File: src/rtl/life_pkg.sv
// Shared selection/state types and pattern codes for the front-panel stage,
// the HEX display decoder and the initial-frame generator.
package life_pkg;

  typedef enum logic [1:0] {
    SHIP = 2'd0,
    BEE  = 2'd1,
    TOAD = 2'd2,
    RAND = 2'd3
  } sel_e;

  typedef enum logic [1:0] {
    SELECT = 2'd0,
    LOAD   = 2'd1,
    RUN    = 2'd2
  } ctl_state_e;

  localparam logic [1:0] PAT_SHIP = 2'b00;
  localparam logic [1:0] PAT_BEE  = 2'b01;
  localparam logic [1:0] PAT_TOAD = 2'b10;

  function automatic sel_e sel_next(input sel_e s);
    sel_e n;
    case (s)
      SHIP:    n = BEE;
      BEE:     n = TOAD;
      TOAD:    n = RAND;
      default: n = SHIP;
    endcase
    return n;
  endfunction

  // RAND has no preset of its own; consumers see SHIP's code alongside random=1.
  function automatic logic [1:0] sel_pattern(input sel_e s);
    logic [1:0] p;
    case (s)
      BEE:     p = PAT_BEE;
      TOAD:    p = PAT_TOAD;
      default: p = PAT_SHIP;
    endcase
    return p;
  endfunction

endpackage

File: src/rtl/button_debounce.sv
// Synchronizer plus counting debouncer for one active-low push button.
// Emits a one-cycle press pulse on each accepted release-to-press transition.
module button_debounce #(
  parameter int SYNC_STAGES     = 2,
  parameter int DEBOUNCE_CYCLES = 16
) (
  input  logic clk,
  input  logic reset_n,
  input  logic i_key_n,
  output logic o_level,
  output logic o_press
);

  localparam int CW = $clog2(DEBOUNCE_CYCLES + 1);
  localparam logic [CW-1:0] CNT_MAX = CW'(DEBOUNCE_CYCLES);

  logic [SYNC_STAGES-1:0] r_sync;
  logic [CW-1:0]          r_cnt;
  logic                   r_level;
  logic                   r_press;
  logic                   w_sample;

  always_ff @(posedge clk or negedge reset_n) begin
    if (!reset_n) begin
      r_sync <= '1;
    end else begin
      r_sync <= {r_sync[SYNC_STAGES-2:0], i_key_n};
    end
  end

  assign w_sample = r_sync[SYNC_STAGES-1];

  // A sample matching the accepted level restarts the count, so any bounce
  // forces a fresh run of stable samples.
  always_ff @(posedge clk or negedge reset_n) begin
    if (!reset_n) begin
      r_cnt   <= '0;
      r_level <= 1'b1;
      r_press <= 1'b0;
    end else begin
      r_press <= 1'b0;
      if (w_sample == r_level) begin
        r_cnt <= '0;
      end else if (r_cnt == CNT_MAX) begin
        r_level <= w_sample;
        r_cnt   <= '0;
        r_press <= ~w_sample;
      end else begin
        r_cnt <= r_cnt + CW'(1);
      end
    end
  end

  assign o_level = r_level;
  assign o_press = r_press;

endmodule

File: src/rtl/mode_select.sv
// Front-panel control: button conditioning, start-pattern selection ring and
// the SELECT/LOAD/RUN sequencer that issues the initial-frame load pulse.
//
//   state  | meaning
//   SELECT | next cycles the ring, start commits the selection
//   LOAD   | one-cycle load pulse, button events dropped
//   RUN    | game running, selection frozen, start returns to SELECT
module mode_select
  import life_pkg::*;
#(
  parameter int SYNC_STAGES     = 2,
  parameter int DEBOUNCE_CYCLES = 16
) (
  input  logic       clk,
  input  logic       reset_n,
  input  logic       key_next_n,
  input  logic       key_start_n,
  output logic       random,
  output logic [1:0] pattern,
  output logic       load,
  output logic       running
);

  logic       w_next_ev;
  logic       w_start_ev;
  logic       w_next_level;
  logic       w_start_level;
  logic       w_unused;

  ctl_state_e r_state;
  ctl_state_e w_state_nxt;
  sel_e       r_sel;
  sel_e       w_sel_nxt;

  logic       r_random;
  logic [1:0] r_pattern;
  logic       r_load;
  logic       r_running;
  logic       w_random_nxt;
  logic [1:0] w_pattern_nxt;
  logic       w_load_nxt;
  logic       w_running_nxt;

  button_debounce #(
    .SYNC_STAGES    (SYNC_STAGES),
    .DEBOUNCE_CYCLES(DEBOUNCE_CYCLES)
  ) u_next (
    .clk    (clk),
    .reset_n(reset_n),
    .i_key_n(key_next_n),
    .o_level(w_next_level),
    .o_press(w_next_ev)
  );

  button_debounce #(
    .SYNC_STAGES    (SYNC_STAGES),
    .DEBOUNCE_CYCLES(DEBOUNCE_CYCLES)
  ) u_start (
    .clk    (clk),
    .reset_n(reset_n),
    .i_key_n(key_start_n),
    .o_level(w_start_level),
    .o_press(w_start_ev)
  );

  // Held levels are not needed here; only press events drive the sequencer.
  assign w_unused = &{1'b0, w_next_level, w_start_level};

  always_ff @(posedge clk or negedge reset_n) begin
    if (!reset_n) begin
      r_state <= SELECT;
      r_sel   <= SHIP;
    end else begin
      r_state <= w_state_nxt;
      r_sel   <= w_sel_nxt;
    end
  end

  // Start takes priority over next so a simultaneous press commits the
  // current selection rather than the following one.
  always_comb begin
    w_state_nxt = r_state;
    w_sel_nxt   = r_sel;
    case (r_state)
      SELECT: begin
        if (w_start_ev) begin
          w_state_nxt = LOAD;
        end else if (w_next_ev) begin
          w_sel_nxt = sel_next(r_sel);
        end
      end
      LOAD: begin
        w_state_nxt = RUN;
      end
      RUN: begin
        if (w_start_ev) begin
          w_state_nxt = SELECT;
        end
      end
      default: begin
        w_state_nxt = SELECT;
      end
    endcase
  end

  always_comb begin
    w_random_nxt  = (w_sel_nxt == RAND);
    w_pattern_nxt = sel_pattern(w_sel_nxt);
    w_load_nxt    = (w_state_nxt == LOAD);
    w_running_nxt = (w_state_nxt == RUN);
  end

  always_ff @(posedge clk or negedge reset_n) begin
    if (!reset_n) begin
      r_random  <= 1'b0;
      r_pattern <= PAT_SHIP;
      r_load    <= 1'b0;
      r_running <= 1'b0;
    end else begin
      r_random  <= w_random_nxt;
      r_pattern <= w_pattern_nxt;
      r_load    <= w_load_nxt;
      r_running <= w_running_nxt;
    end
  end

  assign random  = r_random;
  assign pattern = r_pattern;
  assign load    = r_load;
  assign running = r_running;

endmodule

File: config.mk
export PLATFORM = sky130hd
export DESIGN_NAME = mode_select
export DESIGN_NICKNAME = d
export VERILOG_FILES = /design/src/rtl/life_pkg.sv /design/src/rtl/button_debounce.sv /design/src/rtl/mode_select.sv
export SDC_FILE = /design/constraint.sdc
export NUM_CORES = 1
export LEC_CHECK = 0
export BUFFER_PORTS_ARGS = -buffer_cell sky130_fd_sc_hd__buf_4
export CAP_MARGIN = 30
export CORE_AREA = 2 2 63 65
export CTS_BUF_LIST = sky130_fd_sc_hd__clkbuf_16
export DETAILED_ROUTE_END_ITERATION = 10
export DIE_AREA = 0 0 65 67
export PLACE_DENSITY = 0.5
export SLEW_MARGIN = 20
export SYNTH_ARGS = -nofsm -noshare
export SYNTH_HDL_FRONTEND = slang
export SYNTH_SLANG_ARGS = --single-unit
File: constraint.sdc
create_clock -name clk -period 2.66 [get_ports clk]
set_input_delay 0 -clock clk [delete_from_list [all_inputs] [get_ports clk]]
set_output_delay 0 -clock clk [all_outputs]
set_load 0.03 [all_outputs]
==> results.sh <==
export IMPL_routabilityCongestion=0.748
export IMPL_seq_area_um2=683
export IMPL_p_per_area_nw_per_um2=617
export IMPL_skew_ns=0.00308
export IMPL_cap_violations=0
export IMPL_crit_path_max_fanout=4
export IMPL_crit_required_ns=2.85
export IMPL_start_util=0.294
export IMPL_drc=0
export IMPL_finalSetupViolCount=0
export IMPL_die_area_um2=4360
export IMPL_cts_sinks=27
export IMPL_worstSkewPairLatency_ns=0.26
export IMPL_grt_overflow=0
export IMPL_drv_slew=0
export IMPL_synthToLayoutAreaGrowth_pct=21.7
export IMPL_dieWidth_um=65
export IMPL_routed_wl_met3_um=50
export IMPL_met1_length_um=744
export IMPL_worstHoldPathType="in2async"
export IMPL_multiInputGateArea_um2=359
export IMPL_wl_per_cell_um=9.84
export IMPL_yosys_warnings=0
export IMPL_fin_tns_setup_ns=0
export IMPL_netlist_area_um2=1060
export IMPL_ir_worst_vdd_v=0.000211
export IMPL_wl_met2_um=539
export IMPL_worstSetupPathType="reg2reg"
export IMPL_drtIter0Drc=28
export IMPL_grt_pass1_wl_mm=2.73
export IMPL_p_leak_nw=0.610
export IMPL_status="finished, final reports clean"
export IMPL_cts_resized=0
export IMPL_coreArea_um2=3610
export IMPL_ys_ff_latch=27
export IMPL_path_clk_slew_ns=0.06
export IMPL_tightest_slew_ns=0.338
export IMPL_grt_pass1_vias=609
export IMPL_via_per_inst=4.08
export IMPL_cts_buffers=3
export IMPL_hold_viol=0
export IMPL_antenna_found_initial=0
export IMPL_synth_top_cell_by_area="dfrtp_1"
export IMPL_track_usage=0.0861
export IMPL_htreeDepth=1
export IMPL_setup_ws_ns=1.44
export IMPL_cp_slowest_stage_delay_ns=0.38
export IMPL_cts_root_buf="clkbuf_16"
export IMPL_grt_setup_unrepaired="false"
export IMPL_hpwl_um=927
export IMPL_post_place_ws_ns=1.44
export IMPL_utilization=0.358
export IMPL_cts_tree="done"
export IMPL_die_y_um=67
export IMPL_firstDrtPassIters=3
export IMPL_post_route_period_util=0.460
export IMPL_netlist_area_leader_share=0.495
export IMPL_slew_headroom=0.775
export IMPL_postRouteAntennaNets=0
export IMPL_endpoint_kind="flop"
export IMPL_drive_above_1_share=0.245
export IMPL_max_freq_ghz=0.818
export IMPL_final_area_um2=1290
export IMPL_synth_fp_nets=87
export IMPL_syn_inst=79
export IMPL_synth_cell_type_count=18
export IMPL_cts_setup_buffers=0
export IMPL_top_layer="met4"
export IMPL_io_pin_count=9
export IMPL_placed_cell_area_um2=1180
export IMPL_rows=22
export IMPL_synth_avg_cell_area_um2=13.4
export IMPL_synth_area_leaders="dfrtp_1 (50%), dfstp_2 (15%), xor2_1 (5.0%)"
export IMPL_critPathLaunchType="flop"
export IMPL_clk_path_buf_depth=2
export IMPL_final_cell_mix="dfrtp_1 (21), nor2_1 (10), buf_4 (8)"
export IMPL_nFillCells=350
export IMPL_antennaDiodeCount=0
export IMPL_vias=579
export IMPL_ys_seq_area_frac=0.644
export IMPL_crit_slowest_cell="dfrtp_1"
export IMPL_nets=103
export IMPL_final_common_cell="dfrtp_1"
export IMPL_wl_mm=1.40
export IMPL_period_minus_slack_ns=1.22
export IMPL_grt_max_degree=28
export IMPL_cp_arrival_ns=1.41
export IMPL_crit_chain="inv_1, ha_1, nand4bb_1, mux2_2"
export IMPL_port_buffers=8
## logic make-up (layout without fill, tap and decap cells)
logic type	after synthesis	after routing	synth area share
muxes	4	4	0.0424
and+or+nand+nor	28	28	0.160
adders and majority gates	4	4	0.0472
DFF	27	27	0.644
AOI/OAI and AO/OA	1	1	0.00590
buffers and inverters	5	20	0.0177
xor gates and xnor gates	10	10	0.0825
## synthesized netlist by cell type
| master | n |
|---|---|
| dfstp_2 | 6 |
| and2_1 | 1 |
| nand4bb_1 | 2 |
| nand2b_1 | 1 |
| nor2b_1 | 1 |
| inv_1 | 5 |
| mux2_2 | 4 |
| dfrtp_1 | 21 |
| nor4b_4 | 1 |
| xnor2_1 | 4 |
| nand2_1 | 3 |
| o22ai_1 | 1 |
| nor2_1 | 10 |
| xor2_1 | 6 |
| nor3b_1 | 4 |
| and3_1 | 1 |
| nand3_1 | 4 |
| ha_1 | 4 |
## worst max-delay path, delay by kind of cell, from the launching register on
family	cells	cell delay, ns
muxes	1	0.35
adders and majority gates	1	0.18
buffers and inverters	1	0.06
and+or+nand+nor	1	0.17
DFF	1	0.38
## final cells by class
type / count / area share
clock buffer: 3 / 0.0581
clock inverter: 1 / 0.00388
inverter: 5 / 0.0145
multi-input combinational: 47 / 0.278
sequential: 27 / 0.529
tap: 48 / 0.0465
timing repair buffer: 11 / 0.0698
## power by group
group          internal [W]   total, W  switching [W]
Sequential         0.000424   0.000432     0.00000855
Combinational     0.0000156  0.0000338      0.0000183
Clock              0.000202   0.000331       0.000128
## per-layer routing
metal	vias to the layer above	GRT usage
met1	276	0.113
met2	12	0.115
met4	0	0.0798
met3	4	0.0203
met5	-	0
li1	287	-
## final timing paths
kind	to	from	cells after the start	slack, ns
max	u_start.o_level	u_start.r_cnt[0]	4	1.44
max in group asynchronous	u_start.r_sync[0]	reset_n	2	2.17
max reg2reg	u_start.o_level	u_start.r_cnt[0]	4	1.44
min	u_start.r_cnt[0]	reset_n	2	0.20
min in group clk	u_start.r_sync[1]	u_start.r_sync[0]	0	0.36
min reg2reg	u_start.r_sync[1]	u_start.r_sync[0]	0	0.36
## state kept, by name, summed over array words and instances, names as in the netlist
signal and cells:
u_next.r_cnt 5, u_start.r_cnt 5, pattern 2, r_sel 2, r_state 2, u_next.r_sync 2
u_start.r_sync 2, load 1, random 1, running 1, u_next.o_level 1, u_next.o_press 1
u_start.o_level 1, u_start.o_press 1
## metrics by stage
stage | total power, W | hold slack (ns) | std cells
floorplan | 0.000454 | -0.296 | 79
finish | 0.000797 | 0.198 | 142
global placement | 0.000470 | -0.0677 | 135
global route | 0.000838 | 0.235 | 142
detailed placement | 0.000471 | -0.0631 | 135
CTS | 0.000815 | 0.210 | 142
## timing repair
action                                  4_1_cts  5_1_grt
endpoints found under the setup margin        0        0
hold endpoints to repair                     29        0
hold buffers                                  3        0
Note: power is estimated with default switching activity, not from simulation.
